$ cat config.mk
export PLATFORM = sky130hd
export DESIGN_NAME = matrix_result_readout_pcpi_flat
export DESIGN_NICKNAME = d
export VERILOG_FILES = /design/src/rtl/matrix_result_readout_pcpi_pkg.sv /design/src/rtl/matrix_result_readout_pcpi_if.sv /design/src/rtl/matrix_result_readout_pcpi_sat_clamp.sv /design/src/rtl/matrix_result_readout_pcpi.sv /design/src/flat_wrapper.sv
export SDC_FILE = /design/constraint.sdc
export NUM_CORES = 1
export LEC_CHECK = 0
export ABC_CLOCK_PERIOD_IN_PS = 5600
export BUFFER_PORTS_ARGS = -buffer_cell sky130_fd_sc_hd__buf_2
export CORE_AREA = 2 2 171 173
export DETAILED_ROUTE_END_ITERATION = 8
export DIE_AREA = 0 0 173 175
export MAX_ROUTING_LAYER = met4
export PLACE_DENSITY_LB_ADDON = 0.08
export SYNTH_ARGS = -nofsm -noshare
export SYNTH_HDL_FRONTEND = slang
export SYNTH_SLANG_ARGS = --single-unit
export TNS_END_PERCENT = 20
$ cat constraint.sdc
create_clock -name clk -period 5.6 [get_ports clk]
set_input_delay 1.12 -clock clk [delete_from_list [all_inputs] [get_ports clk]]
set_output_delay 1.12 -clock clk [all_outputs]
set_load 0.1 [all_outputs]
$ cat src/rtl/matrix_result_readout_pcpi_pkg.sv
// Shared opcodes, geometry and FSM state type for the matrix result readout PCPI stage.
package matrix_pcpi_pkg;

  localparam logic [6:0] OPC_CUSTOM0 = 7'b0001011;
  localparam logic [2:0] F3_WRITE    = 3'b000;
  localparam logic [2:0] F3_START    = 3'b001;
  localparam logic [2:0] F3_RD_ELEM  = 3'b010;
  localparam logic [2:0] F3_RD_FLAGS = 3'b011;
  localparam logic [2:0] F3_CLEAR    = 3'b110;

  localparam int MAT_N     = 3;
  localparam int MAT_ELEMS = MAT_N * MAT_N;

  typedef enum logic [1:0] {
    ST_IDLE,
    ST_WAIT_RES,
    ST_RESP,
    ST_GAP
  } state_e;

  // WRITE/START belong to the matrix unit itself, so only the readout functions answer here.
  function automatic logic is_accepted(input logic [6:0] opcode, input logic [2:0] funct3);
    return (opcode == OPC_CUSTOM0) &&
           ((funct3 == F3_RD_ELEM) || (funct3 == F3_RD_FLAGS) || (funct3 == F3_CLEAR));
  endfunction

endpackage

$ cat src/rtl/matrix_result_readout_pcpi_if.sv
// PCPI request/response bundle between the CPU (master) and the readout stage (slave).
interface matrix_result_readout_pcpi_if;

  logic        pcpi_valid;
  logic [31:0] pcpi_insn;
  logic        pcpi_wr;
  logic [31:0] pcpi_rd;
  logic        pcpi_wait;
  logic        pcpi_ready;

  modport master (
    output pcpi_valid, pcpi_insn,
    input  pcpi_wr, pcpi_rd, pcpi_wait, pcpi_ready
  );

  modport slave (
    input  pcpi_valid, pcpi_insn,
    output pcpi_wr, pcpi_rd, pcpi_wait, pcpi_ready
  );

endinterface

$ cat src/rtl/matrix_result_readout_pcpi_sat_clamp.sv
// Combinational clamp of a signed 32-bit accumulator to OUT_W bits plus a clamped flag.
// RESULT_RELU_EN: negatives become 0 first and only upper clamps are flagged.
module sat_clamp #(
  parameter int OUT_W = 16
) (
  input  logic signed [31:0]      acc,
  output logic        [OUT_W-1:0] q,
  output logic                    clamped
);

  localparam logic signed [31:0] MAX_V = (32'sd1 <<< (OUT_W - 1)) - 32'sd1;
  localparam logic signed [31:0] MIN_V = -(32'sd1 <<< (OUT_W - 1));

  always_comb begin
    q       = acc[OUT_W-1:0];
    clamped = 1'b0;
`ifdef RESULT_RELU_EN
    if (acc < 32'sd0) begin
      q = '0;
    end else if (acc > MAX_V) begin
      q       = MAX_V[OUT_W-1:0];
      clamped = 1'b1;
    end
`else
    if (acc > MAX_V) begin
      q       = MAX_V[OUT_W-1:0];
      clamped = 1'b1;
    end else if (acc < MIN_V) begin
      q       = MIN_V[OUT_W-1:0];
      clamped = 1'b1;
    end
`endif
  end

endmodule

$ cat src/rtl/matrix_result_readout_pcpi.sv
// Captures 3x3 matrix results, clamps them and serves them over PCPI custom-0 reads.
// RESULT_RELU_EN selects ReLU + zero-extension instead of signed clamp + sign-extension.
module matrix_result_readout_pcpi
  import matrix_pcpi_pkg::*;
#(
  parameter int OUT_W       = 16,
  parameter int TIMEOUT_CYC = 64
) (
  input  logic                           clk,
  input  logic                           rst,
  matrix_result_readout_pcpi_if.slave    pcpi,
  input  logic                           res_valid,
  input  logic [32*MAT_ELEMS-1:0]        res_data,
  input  logic [MAT_ELEMS-1:0]           res_flags,
  output logic [3:0]                     sat_count
);

  localparam int TIMER_W = $clog2(TIMEOUT_CYC + 1);
  localparam logic [TIMER_W-1:0] TIMER_LAST = TIMER_W'(TIMEOUT_CYC - 1);

  state_e               state_q, state_d;
  logic [TIMER_W-1:0]   timer_q, timer_d;
  logic [2:0]           op_q, op_d;
  logic [4:0]           idx_q, idx_d;
  logic                 resp_wr_q, resp_wr_d;
  logic [31:0]          resp_rd_q, resp_rd_d;

  logic [OUT_W-1:0]     clamp_val [MAT_ELEMS];
  logic [MAT_ELEMS-1:0] clamp_hit;
  logic [3:0]           sat_next;

  logic [OUT_W-1:0]     buf_data [MAT_ELEMS];
  logic [MAT_ELEMS-1:0] buf_flags;
  logic                 buf_full;

  logic                 accept;
  logic [2:0]           insn_f3;
  logic [4:0]           insn_idx;
  logic [2:0]           sel_f3;
  logic [4:0]           sel_idx;
  logic [OUT_W-1:0]     sel_elem;
  logic [31:0]          elem_word;
  logic [31:0]          flags_word;
  logic [31:0]          resp_word;
  logic                 unused_insn_hi;

  assign insn_f3        = pcpi.pcpi_insn[14:12];
  assign insn_idx       = pcpi.pcpi_insn[11:7];
  assign unused_insn_hi = ^pcpi.pcpi_insn[31:15];
  assign accept         = pcpi.pcpi_valid && is_accepted(pcpi.pcpi_insn[6:0], insn_f3);

  for (genvar k = 0; k < MAT_ELEMS; k++) begin : g_clamp
    sat_clamp #(.OUT_W(OUT_W)) u_clamp (
      .acc     (res_data[32*k +: 32]),
      .q       (clamp_val[k]),
      .clamped (clamp_hit[k])
    );
  end

  always_comb begin
    sat_next = '0;
    for (int k = 0; k < MAT_ELEMS; k++) begin
      sat_next = sat_next + 4'(clamp_hit[k]);
    end
  end

  // A capture in the same cycle counts as present data, so responses look through to it.
  always_comb begin
    sel_f3    = (state_q == ST_IDLE) ? insn_f3  : op_q;
    sel_idx   = (state_q == ST_IDLE) ? insn_idx : idx_q;
    sel_elem  = '0;
    elem_word = '0;
    if (sel_idx < 5'(MAT_ELEMS)) begin
      sel_elem = res_valid ? clamp_val[sel_idx[3:0]] : buf_data[sel_idx[3:0]];
`ifdef RESULT_RELU_EN
      elem_word = 32'(sel_elem);
`else
      elem_word = 32'($signed(sel_elem));
`endif
    end
    flags_word = {23'b0, (res_valid ? res_flags : buf_flags)};
    resp_word  = (sel_f3 == F3_RD_FLAGS) ? flags_word : elem_word;
  end

  always_comb begin
    state_d   = state_q;
    timer_d   = timer_q;
    op_d      = op_q;
    idx_d     = idx_q;
    resp_wr_d = resp_wr_q;
    resp_rd_d = resp_rd_q;
    case (state_q)
      ST_IDLE: begin
        if (accept) begin
          op_d  = insn_f3;
          idx_d = insn_idx;
          if (insn_f3 == F3_CLEAR) begin
            state_d   = ST_RESP;
            resp_wr_d = 1'b0;
            resp_rd_d = '0;
          end else if (buf_full || res_valid) begin
            state_d   = ST_RESP;
            resp_wr_d = 1'b1;
            resp_rd_d = resp_word;
          end else begin
            state_d = ST_WAIT_RES;
            timer_d = '0;
          end
        end
      end
      ST_WAIT_RES: begin
        if (res_valid) begin
          state_d   = ST_RESP;
          resp_wr_d = 1'b1;
          resp_rd_d = resp_word;
        end else if (timer_q == TIMER_LAST) begin
          state_d   = ST_RESP;
          resp_wr_d = 1'b0;
          resp_rd_d = '0;
        end else begin
          timer_d = timer_q + 1'b1;
        end
      end
      ST_RESP: state_d = ST_GAP;
      ST_GAP:  state_d = ST_IDLE;
      default: state_d = ST_IDLE;
    endcase
  end

  always_ff @(posedge clk) begin
    if (rst) begin
      state_q   <= ST_IDLE;
      timer_q   <= '0;
      op_q      <= '0;
      idx_q     <= '0;
      resp_wr_q <= 1'b0;
      resp_rd_q <= '0;
    end else begin
      state_q   <= state_d;
      timer_q   <= timer_d;
      op_q      <= op_d;
      idx_q     <= idx_d;
      resp_wr_q <= resp_wr_d;
      resp_rd_q <= resp_rd_d;
    end
  end

  // Clear is applied before capture so a coincident res_valid leaves the buffer full.
  always_ff @(posedge clk) begin
    if (rst) begin
      for (int k = 0; k < MAT_ELEMS; k++) begin
        buf_data[k] <= '0;
      end
      buf_flags <= '0;
      sat_count <= '0;
      buf_full  <= 1'b0;
    end else begin
      if ((state_q == ST_RESP) && (op_q == F3_CLEAR)) begin
        buf_flags <= '0;
        sat_count <= '0;
        buf_full  <= 1'b0;
      end
      if (res_valid) begin
        for (int k = 0; k < MAT_ELEMS; k++) begin
          buf_data[k] <= clamp_val[k];
        end
        buf_flags <= res_flags;
        sat_count <= sat_next;
        buf_full  <= 1'b1;
      end
    end
  end

  assign pcpi.pcpi_ready = (state_q == ST_RESP);
  assign pcpi.pcpi_wait  = (state_q == ST_WAIT_RES);
  assign pcpi.pcpi_wr    = (state_q == ST_RESP) && resp_wr_q;
  assign pcpi.pcpi_rd    = (state_q == ST_RESP) ? resp_rd_q : '0;

endmodule

$ cat src/flat_wrapper.sv
// flat-port wrapper written by rule: the top's interface ports become plain ports
module matrix_result_readout_pcpi_flat import matrix_pcpi_pkg::*;
#(
  parameter int OUT_W       = 16,
  parameter int TIMEOUT_CYC = 64
)
  (clk, rst, res_valid, res_data, res_flags, sat_count, pcpi_pcpi_valid, pcpi_pcpi_insn, pcpi_pcpi_wr, pcpi_pcpi_rd, pcpi_pcpi_wait, pcpi_pcpi_ready);
  matrix_result_readout_pcpi_if pcpi_i ();
  input  logic clk;
  input  logic rst;
  input  logic res_valid;
  input  logic [32*MAT_ELEMS-1:0] res_data;
  input  logic [MAT_ELEMS-1:0] res_flags;
  output logic [3:0] sat_count;
  input wire logic [$bits(pcpi_i.pcpi_valid)-1:0] pcpi_pcpi_valid;
  input wire logic [$bits(pcpi_i.pcpi_insn)-1:0] pcpi_pcpi_insn;
  output wire logic [$bits(pcpi_i.pcpi_wr)-1:0] pcpi_pcpi_wr;
  output wire logic [$bits(pcpi_i.pcpi_rd)-1:0] pcpi_pcpi_rd;
  output wire logic [$bits(pcpi_i.pcpi_wait)-1:0] pcpi_pcpi_wait;
  output wire logic [$bits(pcpi_i.pcpi_ready)-1:0] pcpi_pcpi_ready;
  assign pcpi_i.pcpi_valid = pcpi_pcpi_valid;
  assign pcpi_i.pcpi_insn = pcpi_pcpi_insn;
  assign pcpi_pcpi_wr = pcpi_i.pcpi_wr;
  assign pcpi_pcpi_rd = pcpi_i.pcpi_rd;
  assign pcpi_pcpi_wait = pcpi_i.pcpi_wait;
  assign pcpi_pcpi_ready = pcpi_i.pcpi_ready;
  matrix_result_readout_pcpi #(.OUT_W(OUT_W), .TIMEOUT_CYC(TIMEOUT_CYC)) u_core (.clk(clk), .rst(rst), .pcpi(pcpi_i), .res_valid(res_valid), .res_data(res_data), .res_flags(res_flags), .sat_count(sat_count));
endmodule
==> metrics.txt <==
outcome complete, no violations; Syn Area/Cell 9.66 um^2; Remaining Overflow, GRT 0; simple-gate portion of the synthesized area between 20% and 30%; Seq/Total Area, Yosys 46.9%; Synth Cell Area approximately 11000 um^2; Area growth syn-to-layout 25.4%; fmax about 220 MHz; peak supply drop roughly 0.00022 V; wl on met1 between 15 and 20 mm; Root Buffer clkbuf_16; final period demand of the worst path around 4.6 ns; die extent in x 173 um; CP Max Fanout 2; first-pass GRT wire length 61.6 mm; postcts setup bufs 0; PostCTS Resize Cnt 0; Post-CTS Hold Fix Bufs 0; most used cell, CP fa_1; R2R setup slack roughly 2.3 ns; first-pass iteration count of the detailed router 6; Detail Route Antenna Nets 0; crit path kind in -> reg; Crit Reg-Reg Startpoint u_core.state_q[1]; worst endpoint data arrival time roughly 5 ns; Buf/Inv on CP 3; CP required 5.91 ns; PD cells roughly 340 nW/um^2; CTS tree yes; 1st-iter DRT viols between 1000 and 1500; clock latency on the worst-skew pair 0.44 ns; Adder-Cell Fraction of Synth Area 2.00%; Synth Area in Compound Gates between 10 and 15%; Initial Util between 30% and 40%; # nets final between 1500 and 2000; slowest CP cell fa_1; min-delay src u_core.buf_flags[4]; cells after synthesis around 1200; num rows between 60 and 70; mux cell area share after synthesis under 10%; syn_nets 1514; antenna violations before repair 2; Vias approximately 11000; Hold Fails Final Rpt 0; Hold Path Class reg -> reg; WL final 40.9 mm; Synth Register Bits 192; I/O pin count around 370; Final Instance Count excl. Fillers ~1900; crit end category flop; DP Area between 10000 and 15000 um^2; Worst Hold End u_core.buf_flags[4]; Detailed Place HPWL between 30 and 40 mm; Period Utilization, post-route 82.9%; Finished Cell Area about 14000 um^2; core footprint roughly 28000 um^2; Yosys cell types just under 60; CP delay by family, top adder cells; number of global-route vias before repair about 11000; final RePlAce weighted congestion between 0.8 and 0.9; Total GRT Usage between 20% and 30%; clock buffer depth 2; Via density a little under 6; Tot Pwr 0.00478 W; ys flop type edfxtp_1; RSZ-0062 raised after global routing no; worst r2r path cells 10; PortBufs 354; Critical Path Source Type input pin; met2 wire length about 19 mm; layout cells sized above 1 a little under a third; Max-Cap Viols 0; largest net degree at the start of global routing 69; Rel. slew slack roughly 18%; largest family of logic cells by synthesized area simple AND/OR/NAND/NOR gates; slew of the pin with the lowest slew margin 1.22 ns; final setup fails 0; Syn. warnings 0; clock sinks around 190; share of synthesized registers carrying an async set or reset 0%; Worst-path clk slew ~0.080 ns; crit-path cells buf_2 -> nor4_1 -> a41oi_2 -> nand2b_1 -> ha_1 -> fa_1 -> inv_1 -> fa_1 -> fa_1 -> inv_1 -> ha_1 -> fa_1 -> xor2_1 -> nor2_1 -> a31oi_1 -> nor2_1; die area approximately 30000 um^2; DRC 0; FF-to-FF End u_core.resp_rd_q[0]; Fin Setup TNS 0 ns; Slew Limit Fails 0; dpl cells between 1500 and 2000; H-tree depth 4; Clock Skew between 0.01 and 0.015 ns; Hold Path Stages 2; Highest Signal Layer met4; fill count around 2800; DR WL/cell around 22 um; Leak slightly below 6 nW; Synth Area in XOR/XNOR less than 1%; routed length on met3 3.14 mm; Die Ht between 150 and 200 um; CTS Buf Count 17; final core utilization between 40% and 50%; count of flip-flops with a built-in enable after synthesis about 140; slowest stage delay, CP between 0.5 and 0.6 ns
[area by class of cell]
| class | instances | area (um^2) | area share [%] |
|---|---|---|---|
| diodes | 1 | 2.50 | 0.0177 |
| flip-flops and latches | 192 | 5290 | 37.4 |
| clock inverters | 11 | 136 | 0.965 |
| well taps | 384 | 480 | 3.40 |
| multi-input cells | 872 | 5590 | 39.5 |
| inverters | 18 | 67.6 | 0.478 |
| repair buffers | 390 | 2080 | 14.7 |
| clock buffers | 21 | 493 | 3.49 |
[cell families after synthesis]
family,after synthesis
xor gates and xnor gates,6
buffers and inverters,102
adders and majority gates,15
and+or+nand+nor,574
AOI/OAI and AO/OA,218
muxes,59
DFF,192
[cell usage after synthesis (all sizes together), types with 3 or more instances]
cell,count,area share [%]
fa,5,0.89
a41oi,9,0.70
and3,11,0.61
o41ai,9,0.77
a211oi,16,1.1
o221ai,42,3.3
dfxtp,48,8.5
a2111oi,16,1.2
o32ai,5,0.39
mux4,33,6.6
nand2b,5,0.28
or3,3,0.17
nor3,29,1.3
mux2,4,0.40
a221oi,14,1.1
nor2b,4,0.22
a21oi,36,1.6
nand4,40,2.2
a311oi,8,0.62
nand3,25,1.1
o21ai,16,0.71
a22oi,13,0.87
clkbuf,52,1.7
inv,17,0.57
edfxtp,144,38
nand2,78,2.6
and2,23,1.3
xor2,5,0.39
nor4,38,2.1
nor2,308,10
a31oi,8,0.44
mux2i,22,2.0
o22ai,13,0.72
ha,10,1.1
buf,32,1.9
[placed cells by master (no fill, tap or decap), drive strengths merged, types with 10 or more instances in the layout]
| master | netlist | final |
|---|---|---|
| buf | 32 | 390 |
| nor2 | 308 | 308 |
| edfxtp | 144 | 144 |
| nand2 | 78 | 78 |
| dfxtp | 48 | 48 |
| o221ai | 42 | 42 |
| nand4 | 40 | 40 |
| nor4 | 38 | 38 |
| a21oi | 36 | 36 |
| mux4 | 33 | 33 |
| nor3 | 29 | 29 |
| nand3 | 25 | 25 |
| and2 | 23 | 23 |
| inv | 17 | 23 |
| mux2i | 22 | 22 |
| clkbuf | 52 | 21 |
| a211oi | 16 | 16 |
| a2111oi | 16 | 16 |
| o21ai | 16 | 16 |
| a221oi | 14 | 14 |
| a22oi | 13 | 13 |
| o22ai | 13 | 13 |
| and3 | 11 | 11 |
| ha | 10 | 10 |
[worst reg2reg max path: stages, from the launching register on]
cell and delay (ns):
dfxtp_1 0.36, inv_1 0.07, ha_1 0.17, buf_4 0.22, mux2_2 0.64, buf_12 0.36, mux4_2 0.60, mux2i_1 0.23
a211oi_1 0.10, a2111oi_0 0.35, a2111oi_0 0.12
[where the power goes]
part	internal, W	switching, W
logic	0.000637	0.00114
clock network	0.000737	0.000584
registers	0.00164	0.0000381
[per-stage QoR]
step | hold slack, ns | worst slack (ns)
detailed placement | 0.447 | 0.458
global route | 0.480 | 0.718
finish | 0.457 | 0.958
floorplan | 0.427 | 0.181
CTS | 0.460 | 0.914
global placement | 0.442 | 0.485
[flip-flops by register name, summed over array words and instances, names as in the netlist]
register / count
u_core.resp_rd_q: 16
u_core.idx_q: 5
u_core.resp_wr_q: 1
u_core.op_q: 3
u_core.buf_full: 1
u_core.buf_data: 144
u_core.buf_flags: 9
u_core.timer_q: 7
u_core.state_q: 2
u_core.sat_count: 4
[layer usage]
| layer | GRT usage, % | vias to the layer above |
|---|---|---|
| met5 | - | - |
| met2 | 43.4 | 546 |
| met3 | 4.44 | 59 |
| met1 | 36.4 | 5311 |
| met4 | 8.26 | 0 |
| li1 | - | 5106 |
[worst max path at each step]
stage / from / endpoint / slack [ns] / depth (start not counted)
after floorplan: res_valid / u_core.buf_data[0][0] / 0.18 / 4
after global placement: res_data[52] / u_core.sat_count[2] / 0.49 / 16
after detailed placement: res_data[52] / u_core.sat_count[2] / 0.46 / 16
after CTS: res_data[52] / u_core.sat_count[2] / 0.91 / 16
after global routing: res_data[58] / u_core.sat_count[2] / 0.72 / 16
final: res_data[52] / u_core.sat_count[2] / 0.96 / 16
Note: power is estimated with default switching activity, not from simulation.
